**src/rtl/mem_lsu_if.sv**
```systemverilog
// Data-side bus between the load/store unit and the uncached AXI bridge.
// The master issues one request and holds ready while it waits for the single response.
interface data_bus;
  logic        en;
  logic        write;
  logic [63:0] addr;
  logic [1:0]  size;
  logic [63:0] wdata;
  logic        ready;
  logic        valid;
  logic [63:0] rdata;
  logic        acc_err;

  modport master (
    output en, write, addr, size, wdata, ready,
    input  valid, rdata, acc_err
  );

  modport slave (
    input  en, write, addr, size, wdata, ready,
    output valid, rdata, acc_err
  );
endinterface

```
**src/rtl/mem_lsu.sv**
```systemverilog
// MEM-stage load/store unit: alignment check, one data_bus request, load extension, faults.
// Optional LR/SC reservation support is built when LSU_LRSC_EN is defined.
module mem_lsu (
  input  logic        clock,
  input  logic        reset,
  input  logic        mem_valid,
  input  logic        mem_load,
  input  logic        mem_store,
  input  logic [2:0]  mem_funct3,
  input  logic [63:0] mem_addr,
  input  logic [63:0] mem_wdata,
`ifdef LSU_LRSC_EN
  input  logic        mem_lr,
  input  logic        mem_sc,
`endif
  input  logic        flush,
  output logic        stall,
  output logic        done,
  output logic [63:0] rdata,
  output logic        exc_ld_misalign,
  output logic        exc_st_misalign,
  output logic        exc_ld_access,
  output logic        exc_st_access,
  data_bus.master     dbus
);

  typedef enum logic [1:0] {StIdle, StReq, StWait, StDone} state_e;

  state_e      state_q, state_d;
  logic        write_q, write_d;
  logic [2:0]  funct3_q, funct3_d;
  logic [63:0] addr_q, addr_d;
  logic [63:0] wdata_q, wdata_d;
  logic        en_q, en_d;
  logic        ready_q, ready_d;
  logic        kill_q, kill_d;
  logic        done_q, done_d;
  logic [63:0] rdata_q, rdata_d;
  logic        ld_mis_q, ld_mis_d, st_mis_q, st_mis_d;
  logic        ld_acc_q, ld_acc_d, st_acc_q, st_acc_d;
`ifdef LSU_LRSC_EN
  logic        resv_valid_q, resv_valid_d;
  logic [63:0] resv_addr_q, resv_addr_d;
  logic        lr_q, lr_d;
`endif

  logic        accept;
  logic        misaligned;
  logic        killed;
  logic [63:0] shifted;
  logic [63:0] ld_ext;

  assign accept = mem_valid & (mem_load | mem_store) & ~flush;
  assign killed = kill_q | flush;

  always_comb begin
    misaligned = 1'b0;
    case (mem_funct3[1:0])
      2'd0: misaligned = 1'b0;
      2'd1: misaligned = mem_addr[0];
      2'd2: misaligned = |mem_addr[1:0];
      default: misaligned = |mem_addr[2:0];
    endcase
  end

  // Response lanes are byte-addressed within the 64-bit beat.
  always_comb begin
    shifted = dbus.rdata >> {addr_q[2:0], 3'b000};
    ld_ext  = shifted;
    case (funct3_q[1:0])
      2'd0: ld_ext = funct3_q[2] ? {56'd0, shifted[7:0]}  : {{56{shifted[7]}}, shifted[7:0]};
      2'd1: ld_ext = funct3_q[2] ? {48'd0, shifted[15:0]} : {{48{shifted[15]}}, shifted[15:0]};
      2'd2: ld_ext = funct3_q[2] ? {32'd0, shifted[31:0]} : {{32{shifted[31]}}, shifted[31:0]};
      default: ld_ext = shifted;
    endcase
  end

  always_comb begin
    state_d  = state_q;
    write_d  = write_q;
    funct3_d = funct3_q;
    addr_d   = addr_q;
    wdata_d  = wdata_q;
    en_d     = 1'b0;
    ready_d  = 1'b0;
    kill_d   = kill_q;
    done_d   = 1'b0;
    rdata_d  = 64'd0;
    ld_mis_d = 1'b0;
    st_mis_d = 1'b0;
    ld_acc_d = 1'b0;
    st_acc_d = 1'b0;
    stall    = 1'b0;
`ifdef LSU_LRSC_EN
    resv_valid_d = resv_valid_q;
    resv_addr_d  = resv_addr_q;
    lr_d         = lr_q;
`endif
    case (state_q)
      StIdle: begin
        kill_d = 1'b0;
        if (accept) begin
          stall    = 1'b1;
          write_d  = mem_store;
          funct3_d = mem_funct3;
          addr_d   = mem_addr;
          wdata_d  = mem_wdata << {mem_addr[2:0], 3'b000};
`ifdef LSU_LRSC_EN
          lr_d = mem_lr & mem_load;
          if (mem_sc) resv_valid_d = 1'b0;
`endif
          if (misaligned) begin
            state_d  = StDone;
            done_d   = 1'b1;
            ld_mis_d = mem_load;
            st_mis_d = mem_store;
`ifdef LSU_LRSC_EN
          end else if (mem_sc && !(resv_valid_q && resv_addr_q == mem_addr)) begin
            // Failed SC completes without touching the bus.
            state_d = StDone;
            done_d  = 1'b1;
            rdata_d = 64'd1;
`endif
          end else begin
            state_d = StReq;
            en_d    = 1'b1;
          end
        end
      end
      StReq: begin
        stall   = 1'b1;
        ready_d = 1'b1;
        state_d = StWait;
        if (flush) kill_d = 1'b1;
      end
      StWait: begin
        stall = 1'b1;
        if (flush) kill_d = 1'b1;
        if (dbus.valid) begin
          state_d = StDone;
          if (!killed) begin
            done_d   = 1'b1;
            ld_acc_d = ~write_q & dbus.acc_err;
            st_acc_d = write_q & dbus.acc_err;
            rdata_d  = (write_q || dbus.acc_err) ? 64'd0 : ld_ext;
`ifdef LSU_LRSC_EN
            if (lr_q && !dbus.acc_err) begin
              resv_valid_d = 1'b1;
              resv_addr_d  = addr_q;
            end
`endif
          end
        end else begin
          ready_d = 1'b1;
        end
      end
      default: begin
        state_d = StIdle;
        kill_d  = 1'b0;
      end
    endcase
`ifdef LSU_LRSC_EN
    if (flush) resv_valid_d = 1'b0;
`endif
  end

  always_ff @(posedge clock) begin
    if (reset) begin
      state_q  <= StIdle;
      write_q  <= 1'b0;
      funct3_q <= 3'd0;
      addr_q   <= 64'd0;
      wdata_q  <= 64'd0;
      en_q     <= 1'b0;
      ready_q  <= 1'b0;
      kill_q   <= 1'b0;
      done_q   <= 1'b0;
      rdata_q  <= 64'd0;
      ld_mis_q <= 1'b0;
      st_mis_q <= 1'b0;
      ld_acc_q <= 1'b0;
      st_acc_q <= 1'b0;
`ifdef LSU_LRSC_EN
      resv_valid_q <= 1'b0;
      resv_addr_q  <= 64'd0;
      lr_q         <= 1'b0;
`endif
    end else begin
      state_q  <= state_d;
      write_q  <= write_d;
      funct3_q <= funct3_d;
      addr_q   <= addr_d;
      wdata_q  <= wdata_d;
      en_q     <= en_d;
      ready_q  <= ready_d;
      kill_q   <= kill_d;
      done_q   <= done_d;
      rdata_q  <= rdata_d;
      ld_mis_q <= ld_mis_d;
      st_mis_q <= st_mis_d;
      ld_acc_q <= ld_acc_d;
      st_acc_q <= st_acc_d;
`ifdef LSU_LRSC_EN
      resv_valid_q <= resv_valid_d;
      resv_addr_q  <= resv_addr_d;
      lr_q         <= lr_d;
`endif
    end
  end

  // A flush arriving in the DONE cycle itself still withdraws the result strobe.
  assign done            = done_q & ~flush;
  assign rdata           = rdata_q;
  assign exc_ld_misalign = ld_mis_q;
  assign exc_st_misalign = st_mis_q;
  assign exc_ld_access   = ld_acc_q;
  assign exc_st_access   = st_acc_q;

  assign dbus.en    = en_q;
  assign dbus.write = write_q;
  assign dbus.addr  = addr_q;
  assign dbus.size  = funct3_q[1:0];
  assign dbus.wdata = wdata_q;
  assign dbus.ready = ready_q;

endmodule

```
**src/flat_wrapper.sv**
```systemverilog
// flat-port wrapper written by rule: the top's interface ports become plain ports
module mem_lsu_flat 
  (clock, reset, mem_valid, mem_load, mem_store, mem_funct3, mem_addr, mem_wdata, flush, stall, done, rdata, exc_ld_misalign, exc_st_misalign, exc_ld_access, exc_st_access, dbus_en, dbus_write, dbus_addr, dbus_size, dbus_wdata, dbus_ready, dbus_valid, dbus_rdata, dbus_acc_err);
  data_bus dbus_i ();
  input  logic clock;
  input  logic reset;
  input  logic mem_valid;
  input  logic mem_load;
  input  logic mem_store;
  input  logic [2:0] mem_funct3;
  input  logic [63:0] mem_addr;
  input  logic [63:0] mem_wdata;
  input  logic flush;
  output logic stall;
  output logic done;
  output logic [63:0] rdata;
  output logic exc_ld_misalign;
  output logic exc_st_misalign;
  output logic exc_ld_access;
  output logic exc_st_access;
  output wire logic [$bits(dbus_i.en)-1:0] dbus_en;
  output wire logic [$bits(dbus_i.write)-1:0] dbus_write;
  output wire logic [$bits(dbus_i.addr)-1:0] dbus_addr;
  output wire logic [$bits(dbus_i.size)-1:0] dbus_size;
  output wire logic [$bits(dbus_i.wdata)-1:0] dbus_wdata;
  output wire logic [$bits(dbus_i.ready)-1:0] dbus_ready;
  input wire logic [$bits(dbus_i.valid)-1:0] dbus_valid;
  input wire logic [$bits(dbus_i.rdata)-1:0] dbus_rdata;
  input wire logic [$bits(dbus_i.acc_err)-1:0] dbus_acc_err;
  assign dbus_en = dbus_i.en;
  assign dbus_write = dbus_i.write;
  assign dbus_addr = dbus_i.addr;
  assign dbus_size = dbus_i.size;
  assign dbus_wdata = dbus_i.wdata;
  assign dbus_ready = dbus_i.ready;
  assign dbus_i.valid = dbus_valid;
  assign dbus_i.rdata = dbus_rdata;
  assign dbus_i.acc_err = dbus_acc_err;
  mem_lsu u_core (.clock(clock), .reset(reset), .mem_valid(mem_valid), .mem_load(mem_load), .mem_store(mem_store), .mem_funct3(mem_funct3), .mem_addr(mem_addr), .mem_wdata(mem_wdata), .flush(flush), .stall(stall), .done(done), .rdata(rdata), .exc_ld_misalign(exc_ld_misalign), .exc_st_misalign(exc_st_misalign), .exc_ld_access(exc_ld_access), .exc_st_access(exc_st_access), .dbus(dbus_i));
endmodule
```
**config.mk**
```make
export PLATFORM = sky130hd
export DESIGN_NAME = mem_lsu_flat
export DESIGN_NICKNAME = d
export VERILOG_FILES = /design/src/rtl/mem_lsu_if.sv /design/src/rtl/mem_lsu.sv /design/src/flat_wrapper.sv
export SDC_FILE = /design/constraint.sdc
export NUM_CORES = 1
export LEC_CHECK = 0
export BUFFER_PORTS_ARGS = -buffer_cell sky130_fd_sc_hd__buf_2
export CORE_MARGIN = 8
export CORE_UTILIZATION = 49
export DETAILED_ROUTE_END_ITERATION = 12
export PLACE_DENSITY = 0.87
export SETUP_SLACK_MARGIN = 0.3
export SYNTH_ARGS = -nofsm -noshare
export SYNTH_HDL_FRONTEND = slang
export SYNTH_SLANG_ARGS = --single-unit
```
**constraint.sdc**
```tcl
create_clock -name clock -period 2.5 [get_ports clock]
set_clock_uncertainty 0.15 [all_clocks]
set_input_delay 0.5 -clock clock [delete_from_list [all_inputs] [get_ports clock]]
set_output_delay 0.5 -clock clock [all_outputs]
set_load 0.02 [all_outputs]
```
## Word-level counts from Yosys, hierarchy flattened

Index checks and enable logic that the tools add are counted.

- Register bits after elaboration: 206
- Latch bits: 0
- Memory bits (writable): 0
- ROM bits: 0
- Input port bits: 203
- Word-level logic and storage cells: 72
- Memories: 0

- Add/subtract/negate cells: 0
- Multipliers: 0
- Div/mod/pow operators: 0
- Magnitude comparators: 0
- Equal/unequal tests: 8
- Shift operators: 2
- Muxes and demuxes: 19
- Bitwise operators: 15
- Reductions and logical operators: 14

Operators by type and width:

| cell | number |
|---|---|
| $mux 64 | 3 |
| $pmux 64 s3 | 1 |
| $shl 64x6->64 | 1 |
| $shr 64x6->64 | 1 |
| $not 1->1 | 8 |
| $reduce_or 4->1 | 2 |
| $mux 1 | 7 |
| $eq 2x1->1 const B | 3 |
| $eq 2x2->1 const B | 3 |
| $logic_not 2->1 | 3 |
| $mux 2 | 3 |
| $pmux 1 s2 | 3 |
| $pmux 2 s3 | 1 |
| $reduce_or 2->1 | 3 |
| $reduce_or 3->1 | 2 |
| $and 1x1->1 | 5 |
| $reduce_or 5->1 | 1 |
| $reduce_and 2->1 | 2 |
| $pmux 1 s3 | 1 |
| $ne 2x1->1 const B | 1 |
| $ne 2x2->1 const B | 1 |
| $or 1x1->1 | 2 |
| $logic_or 1x1->1 | 1 |

## Depth between registers and ports, before layout

Gate-level depths: netlist of the first run.

- Word-level depth: 5
- Gate-level depth with buffers: 9
- Mapped depth without buffers: 6

## Worst setup path after synthesis of the first run

No wires, ideal clock.

- Kind: register to output
- Start: register u_core.state_q[0]
- End: output port stall
- Arrival time: 1.612 ns
- Data required time: 1.850 ns
- Slack: 0.238 ns
- Stages on the path, launching flop included: 8
- Buffers on the path: 1
- Cell sequence: dfxtp_1 inv_1 ha_1 inv_1 nor2_1 clkbuf_1 nor2_1 nor2_1

- Longest elaborated chain between the ends: 3
- Elaborated cells on any way between the ends: 5
- Those cells by class: 2 x eq/ne; 1 x mux; 2 x reduce/logical

RTL lines:

| element | RTL line | text |
|---|---|---|
| from (decl) | mem_lsu.sv:29 | `state_e state_q, state_d;` |
| from (signal assigned) | mem_lsu.sv:169 | `state_q <= StIdle;` |
| from (signal assigned) | mem_lsu.sv:189 | `state_q <= state_d;` |
| $eq 2x1->1 or $eq 2x2->1 (tied branches) | mem_lsu.sv:99 | `case (state_q)` |
| $reduce_or 2->1 (no line) | n/a |  |
| $pmux 1 s2 * | mem_lsu.sv:99 |  |
| to (decl) | flat_wrapper.sv:14 | `output logic stall;` |

Every way passes the cells marked *; elsewhere a longest branch is shown, timed or not.

## Worst setup path in the final report of the first run

- Start: register u_core.addr_q[1], in the netlist u_core.dbus.addr[1]
- End: register u_core.rdata_q[10], in the netlist u_core.rdata[10]

- Longest elaborated chain between the ends: 3
- Elaborated cells on any way between the ends: 5
- Those cells by class: 1 x shift; 4 x mux

RTL lines:

| element | RTL line | text |
|---|---|---|
| from (decl) | mem_lsu.sv:32 | `logic [63:0] addr_q, addr_d;` |
| from (signal assigned) | mem_lsu.sv:192 | `addr_q <= addr_d;` |
| $shr 64x6->64 * | mem_lsu.sv:68 | `shifted = dbus.rdata >> {addr_q[2:0], 3'b000};` |
| $mux 64 (on tied branches) | mem_lsu.sv:73, mem_lsu.sv:71, mem_lsu.sv:72 |  |
| $pmux 64 s3 * | mem_lsu.sv:70 | `case (funct3_q[1:0])` |
| to (signal assigned) | mem_lsu.sv:198 | `rdata_q <= rdata_d;` |
| to (decl) | mem_lsu.sv:38 | `logic [63:0] rdata_q, rdata_d;` |

Marks and branches as above.
A chain may end at the register's enable or synchronous reset.

==> reports/qor.csv, run 1 <==
stage;metric;value;unit
run_status;status;finished clean;
yosys;synthesized cell area;0.0103;mm2
clock_network;cts-stage hold buffer count;0;
sta;crit path time final;2.25;ns
grt;grt total ovfl;0;
clock_network;htree depth;1;
yosys;Ys Warns;0;
finish;Final nets;1771;
drt;drc violations;0;
setup_path;crit path cell chain;buf_12 > mux2i_1 > o2bb2ai_1 > mux2_2 > a21oi_1 > nor2_1;
worst_hold_path;HP Class;input port to flip-flop;
floorplanning;core area;0.0208;mm2
floorplanning;Chip Width;161;um
pwr;PwrDens;776;mW/mm2
grt;global-route wire length before repair;60.7;mm
yosys;Synth top area share;40.0;%
worst_hold_path;Hold Path End;u_core.dbus.addr[63];
setup_path;Crit Path Class;flip-flop to flip-flop;
setup_path;reg2reg start;u_core.dbus.addr[1];
sta;Tcrit/Tclk final;90.0;%
setup_path;R2R Setup Slk;0.25;ns
yosys;synth top area cells;dfxtp_1, nand2_1, mux4_2;
floorplanning;# IOs;406;
drt;Initial DRC Count;938;
yosys;register area share after synthesis;40.0;%
yosys;top-count cell post-synth;nand2_1;
yosys;#FFs+latches synth;206;
pwr;leakage;6.02;nW
placement;dpl hpwl;29.7;mm
clock_network;number of buffers created by CTS;24;
floorplanning;die height;161;um
drt;via count;10700;
yosys;synth unique cells;51;
clock_network;TritonCTS clock tree;done;
sta;highest clock rate;444;MHz
setup_path;reg2reg path depth;6;
drt;drt first pass iters;6;
setup_path;CP max FO;23;
finish;Fillers;1671;
yosys;syn_area_per_cell;8.72;um2
yosys;Post-synth EDFFs;0;
floorplanning;starting density of the core;49.5;%
setup_path;CP Capture Type;flip-flop;
drt;average wire per standard cell;21.8;um
yosys;Main synth FF type;dfxtp_1;
setup_path;Worst path slowest cell;mux2i_1;
placement;Placement Cell Area;0.0127;mm2
sta;worst slew pin tran;1.01;ns
yosys;Mapped Cells;1182;
sta;pins over their slew limit;0;
finish;share of cells above drive strength 1;40.9;%
clock_network;Sink Count;206;
setup_path;Worst R2R End;u_core.rdata[10];
clock_network;clock-pin slew on the worst setup and hold paths;0.06;ns
setup_path;critical path data arrival time;2.47;ns
setup_path;CP startpoint kind;flip-flop;
drt;Final ANT Viol Nets;0;
finish;P&R area growth vs syn;34.3;%
sta;Max transition margin;32.1;%
grt;vias in the first global route;10600;
yosys;synth cell count leaders;nand2_1, dfxtp_1, a21oi_1;
sta;final hold viol count;0;
run;max_cap viols;0;
yosys;Post-synth ARST share;0;%
sta;final setup TNS;0;ns
floorplanning;Die Area;0.0259;mm2
setup_path;Worst path max stage delay;0.52;ns
placement;Port Buffer Count;405;
clock_network;clock root cell;clkbuf_16;
setup_path;Worst Path Required;2.72;ns
yosys;post-synth net total;1389;
yosys;Synth area leader;dfxtp_1;
worst_hold_path;hold depth;3;
sta;Fin Hold WS;0.0747;ns
drt;Detailed Route WL;40.5;mm
finish;cell area after layout;0.0138;mm2
clock_network;Max clock buf depth;3;
floorplanning;Row Count;53;
grt;total track usage;29.2;%
clock_network;clk_lat worst skew;0.51;ns
worst_hold_path;critical hold path startpoint;mem_addr[63];
grt;largest net degree at the start of global routing;138;
pwr;worst vdd rail ir drop;664;uV
drt;via/cell ratio;5.75;
grt;initial antenna violation count;4;
placement;placer congestion estimate;0.981;
sta;Final Setup Violations;0;
sta;RSZ-0062 raised after global routing;true;
## placed cells by master (no fill, tap or decap), types with 32 or more instances in the layout
cell / count
a211oi_1: 38
a21oi_1: 110
buf_2: 403
nor2_1: 87
nand2_1: 258
mux2_2: 32
mux2i_1: 59
dfxtp_1: 201
o21ai_0: 45
a21oi_2: 39
mux4_2: 38
buf_4: 43
## worst max-delay path by stage
stage / startpoint / to / slack (ns) / cells past startpoint
detailed placement: u_core.state_q[0] / u_core.dbus.wdata[23] / 0.11 / 6
floorplan: u_core.dbus.addr[1] / u_core.rdata[33] / 0.31 / 7
global route: u_core.state_q[0] / stall / 0.27 / 7
CTS: u_core.state_q[1] / stall / 0.27 / 7
global placement: flush / u_core.dbus.wdata[31] / 0.18 / 6
finish: u_core.dbus.addr[1] / u_core.rdata[10] / 0.25 / 6
## per-layer routing
layer	wire length (um)	track usage (%)	vias to the layer above
met3	4350	8.55	129
met2	20000	51.4	675
met4	1890	13.2	4
met5	23	0	-
met1	14300	32.0	4962
li1	-	-	4928
## timing repair
action,CTS,global route
endpoints found under the setup margin,25,38
buffers inserted,3,8
gates cloned,2,1
resized for setup,11,10
pin swaps,2,5
## cell type report
cell class / count / area [um2] / share of cell area [%]
clock inverters: 10 / 204 / 1.47
well taps: 275 / 344 / 2.49
repair buffers: 460 / 2630 / 19.0
diodes: 3 / 7.51 / 0.0542
inverters: 10 / 43.8 / 0.316
repair inverters: 1 / 5.00 / 0.0362
clock buffers: 34 / 731 / 5.28
flip-flops and latches: 206 / 4140 / 29.9
multi-input cells: 861 / 5740 / 41.5
## worst max-delay path: cells and delay by family, from the launching register on
family | cells | cell delay [ns]
simple gates | 1 | 0.07
flops | 1 | 0.43
mux | 2 | 0.85
compound gates | 2 | 0.39
buf+inv | 1 | 0.21
## per-stage QoR
step	cells	power [mW]	util [%]	setup WS (ns)
2_1_floorplan	1182	5.47	-	0.307
3_3_place_gp	1799	6.36	60.9	0.181
3_5_place_dp	1799	6.43	60.9	0.106
4_1_cts	1848	10.6	65.8	0.274
5_1_grt	1859	11.2	66.5	0.267
6_report	1860	10.7	66.5	0.249
## cell families (layout without fill, tap and decap cells)
logic type	count (synthesis)	in the layout	share of synthesized area, %
compound gates	302	302	19.3
buf+inv	115	515	5.07
other cells	0	3	0
fa+ha+maj	4	4	0.485
mux	133	133	18.0
flops	206	206	40.0
simple gates	422	422	17.2
## flip-flops by register name, indices dropped and copies added, names as in the netlist
register                flops
u_core.exc_ld_access        1
u_core.kill_q               1
u_core.dbus.en              1
u_core.funct3_q             3
u_core.dbus.addr           64
u_core.state_q              2
u_core.dbus.write           1
u_core.exc_ld_misalign      1
u_core.dbus.ready           1
u_core.dbus.wdata          64
u_core.done_q               1
u_core.exc_st_misalign      1
u_core.rdata               64
u_core.exc_st_access        1
## report_power, final
group	internal [mW]	switching (mW)	leakage, nW
Clock	2.65	1.40	0.461
Sequential	3.53	0.147	1.67
Combinational	1.21	1.80	3.88
Total	7.39	3.35	6.02
Power figures use the tool's default switching activity.
==> run 2: changes to the inputs <==
--- a/config.mk
+++ b/config.mk
@@ -6,10 +6,11 @@
 export NUM_CORES = 1
 export LEC_CHECK = 0
 export BUFFER_PORTS_ARGS = -buffer_cell sky130_fd_sc_hd__buf_2
-export CORE_MARGIN = 8
-export CORE_UTILIZATION = 49
+export CORE_AREA = 2 2 157 159
 export DETAILED_ROUTE_END_ITERATION = 12
-export PLACE_DENSITY = 0.87
+export DIE_AREA = 0 0 159 161
+export PLACE_DENSITY = 0.79
+export REMOVE_ABC_BUFFERS = 1
 export SETUP_SLACK_MARGIN = 0.3
 export SYNTH_ARGS = -nofsm -noshare
 export SYNTH_HDL_FRONTEND = slang
==> run 2 against run 1 <==
Cell count increased by 2.8%. Global-route usage decreased by 2.7 points. Via count decreased by 1.7%. Flip-flop and latch count unchanged. Total power decreased by 6.7%. First-iteration DRC count decreased by 13%. Utilization decreased by 8.9 points. Maximum frequency increased by 5.0%. Final area decreased by 0.26%. Clock power decreased by 15%. Register-to-register slack improved by 0.12 ns. Largest cell class unchanged. Highest routed layer unchanged.
==> reports/qor.csv, run 2 (synthesis gave the netlist of run 1 again) <==
stage;metric;value;unit
clock_network;number of buffers created by CTS;24;
grt;grt total ovfl;0;
setup_path;reg2reg start;u_core.dbus.addr[1];
pwr;worst vdd rail ir drop;565;uV
setup_path;CP max FO;19;
grt;total track usage;26.5;%
clock_network;clock-pin slew on the worst setup and hold paths;0.06;ns
setup_path;Worst R2R End;u_core.rdata[63];
setup_path;Crit Path Class;flip-flop to primary output;
drt;drt first pass iters;5;
setup_path;Worst Path Required;1.85;ns
drt;via/cell ratio;5.50;
floorplanning;Die Area;0.0256;mm2
drt;average wire per standard cell;18.8;um
run_status;status;finished clean;
floorplanning;starting density of the core;43.0;%
drt;Final ANT Viol Nets;0;
finish;share of cells above drive strength 1;40.6;%
finish;Fillers;2174;
floorplanning;Row Count;57;
finish;most common cell after layout, fill and taps aside;buf_2;
sta;Tcrit/Tclk final;85.8;%
clock_network;cts-stage hold buffer count;0;
floorplanning;# IOs;406;
drt;drc violations;0;
setup_path;reg2reg path depth;8;
sta;pins over their slew limit;0;
sta;crit path time final;2.14;ns
worst_hold_path;HP Class;input port to flip-flop;
setup_path;CP Capture Type;primary output;
grt;largest net degree at the start of global routing;138;
drt;Initial DRC Count;815;
pwr;leakage;5.98;nW
placement;Port Buffer Count;405;
finish;Final nets;1775;
setup_path;Setup crit start;u_core.dbus.addr[2];
drt;Detailed Route WL;36.0;mm
clock_network;clock root cell;clkbuf_16;
floorplanning;Chip Width;159;um
floorplanning;core area;0.0240;mm2
grt;initial antenna violation count;6;
sta;highest clock rate;466;MHz
grt;global-route wire length before repair;55.0;mm
clock_network;TritonCTS clock tree;done;
clock_network;Sink Count;206;
clock_network;clk_lat worst skew;0.51;ns
finish;final core utilization;57.6;%
setup_path;CP startpoint kind;flip-flop;
sta;Max transition margin;29.7;%
grt;vias in the first global route;10200;
floorplanning;die height;161;um
finish;area of the multi-input gates;0.00572;mm2
finish;cell area after layout;0.0138;mm2
setup_path;R2R Setup Slk;0.37;ns
clock_network;Max clock buf depth;3;
placement;dpl hpwl;25.2;mm
sta;Final Setup Violations;0;
clock_network;htree depth;1;
drt;via count;10500;
pwr;PwrDens;725;mW/mm2
placement;Placement Cell Area;0.0128;mm2
finish;P&R area growth vs syn;33.9;%
finish;commonest non-fill, non-tap cells in the layout;buf_2, nand2_1, dfxtp_1;
sta;final hold viol count;0;
sta;RSZ-0062 raised after global routing;true;
run;max_cap viols;0;
placement;placer congestion estimate;0.972;
setup_path;critical path data arrival time;1.49;ns
sta;worst slew pin tran;1.05;ns
finish;Reg area;0.00414;mm2
setup_path;CP Capture Point;dbus_addr[2];
-- run 2: cell count changes in the layout (fill, tap and decap cells not counted), moves of 3 or more --
cell / before / now
nor2_1: 87 / 90
bufinv_16: 6 / 1
nor2_2: 4 / 1
clkinvlp_4: 1 / 4
-- run 2: how the worst min path moves through the flow --
stage	startpoint	to	slack (ns)	cells after the start
floorplan	u_core.kill_q	u_core.kill_q	0.29	2
global placement	u_core.dbus.addr[18]	u_core.dbus.addr[18]	0.29	2
detailed placement	u_core.dbus.addr[10]	u_core.dbus.addr[10]	0.29	2
CTS	mem_addr[9]	u_core.dbus.addr[9]	0.04	3
global route	mem_addr[62]	u_core.dbus.addr[62]	0.05	3
finish	mem_addr[41]	u_core.dbus.addr[41]	0.07	3
-- run 2: area by class of cell --
type                            count  area share [%]
Sequential cell                   206            29.9
Tap cell                          324            2.94
Clock inverter                      8           0.553
Inverter                           10           0.299
Antenna cell                        4          0.0725
Clock buffer                       34            5.07
Timing Repair Buffer              465            19.7
Multi-Input combinational cell    861            41.4
-- run 2: metal layers --
metal  part of all wire (%)  GRT usage, %  vias to the layer above
met3                     10          7.76                       97
met1                     37          30.3                     4912
li1                       -             -                     4937
met2                     50          47.1                      570
met4                    3.7          9.92                        2
met5                  0.031             0                        -
-- run 2: repair_timing --
item	CTS	global route
buffers inserted	2	8
pin swaps	2	3
setup endpoints to repair	12	38
resized for setup	12	4
cloned	3	1
-- run 2: power by group --
part | switching, mW | internal (mW) | total (mW) | leakage (nW)
clock | 1.41 | 2.05 | 3.45 | 0.373
combinational | 1.71 | 1.19 | 2.90 | 3.94
sequential | 0.142 | 3.52 | 3.67 | 1.67
total | 3.26 | 6.76 | 10.0 | 5.98
-- run 2: worst max-delay path, cell delays in order (launching register included) --
cell     delay [ns]
dfxtp_2        0.49
buf_6          0.27
buf_2          0.21
-- run 2: per-stage QoR --
step | hold slack, ns | instances | power [mW] | worst slack (ns) | setup TNS (ns)
3_5_place_dp | 0.294 | 1852 | 6.38 | 0.254 | 0
3_3_place_gp | 0.288 | 1852 | 6.32 | 0.290 | 0
6_report | 0.0653 | 1912 | 10.0 | 0.356 | 0
4_1_cts | 0.0395 | 1899 | 9.98 | 0.293 | 0
2_1_floorplan | 0.290 | 1077 | 5.35 | -4.59 | -560.01
5_1_grt | 0.0497 | 1912 | 10.5 | 0.274 | 0
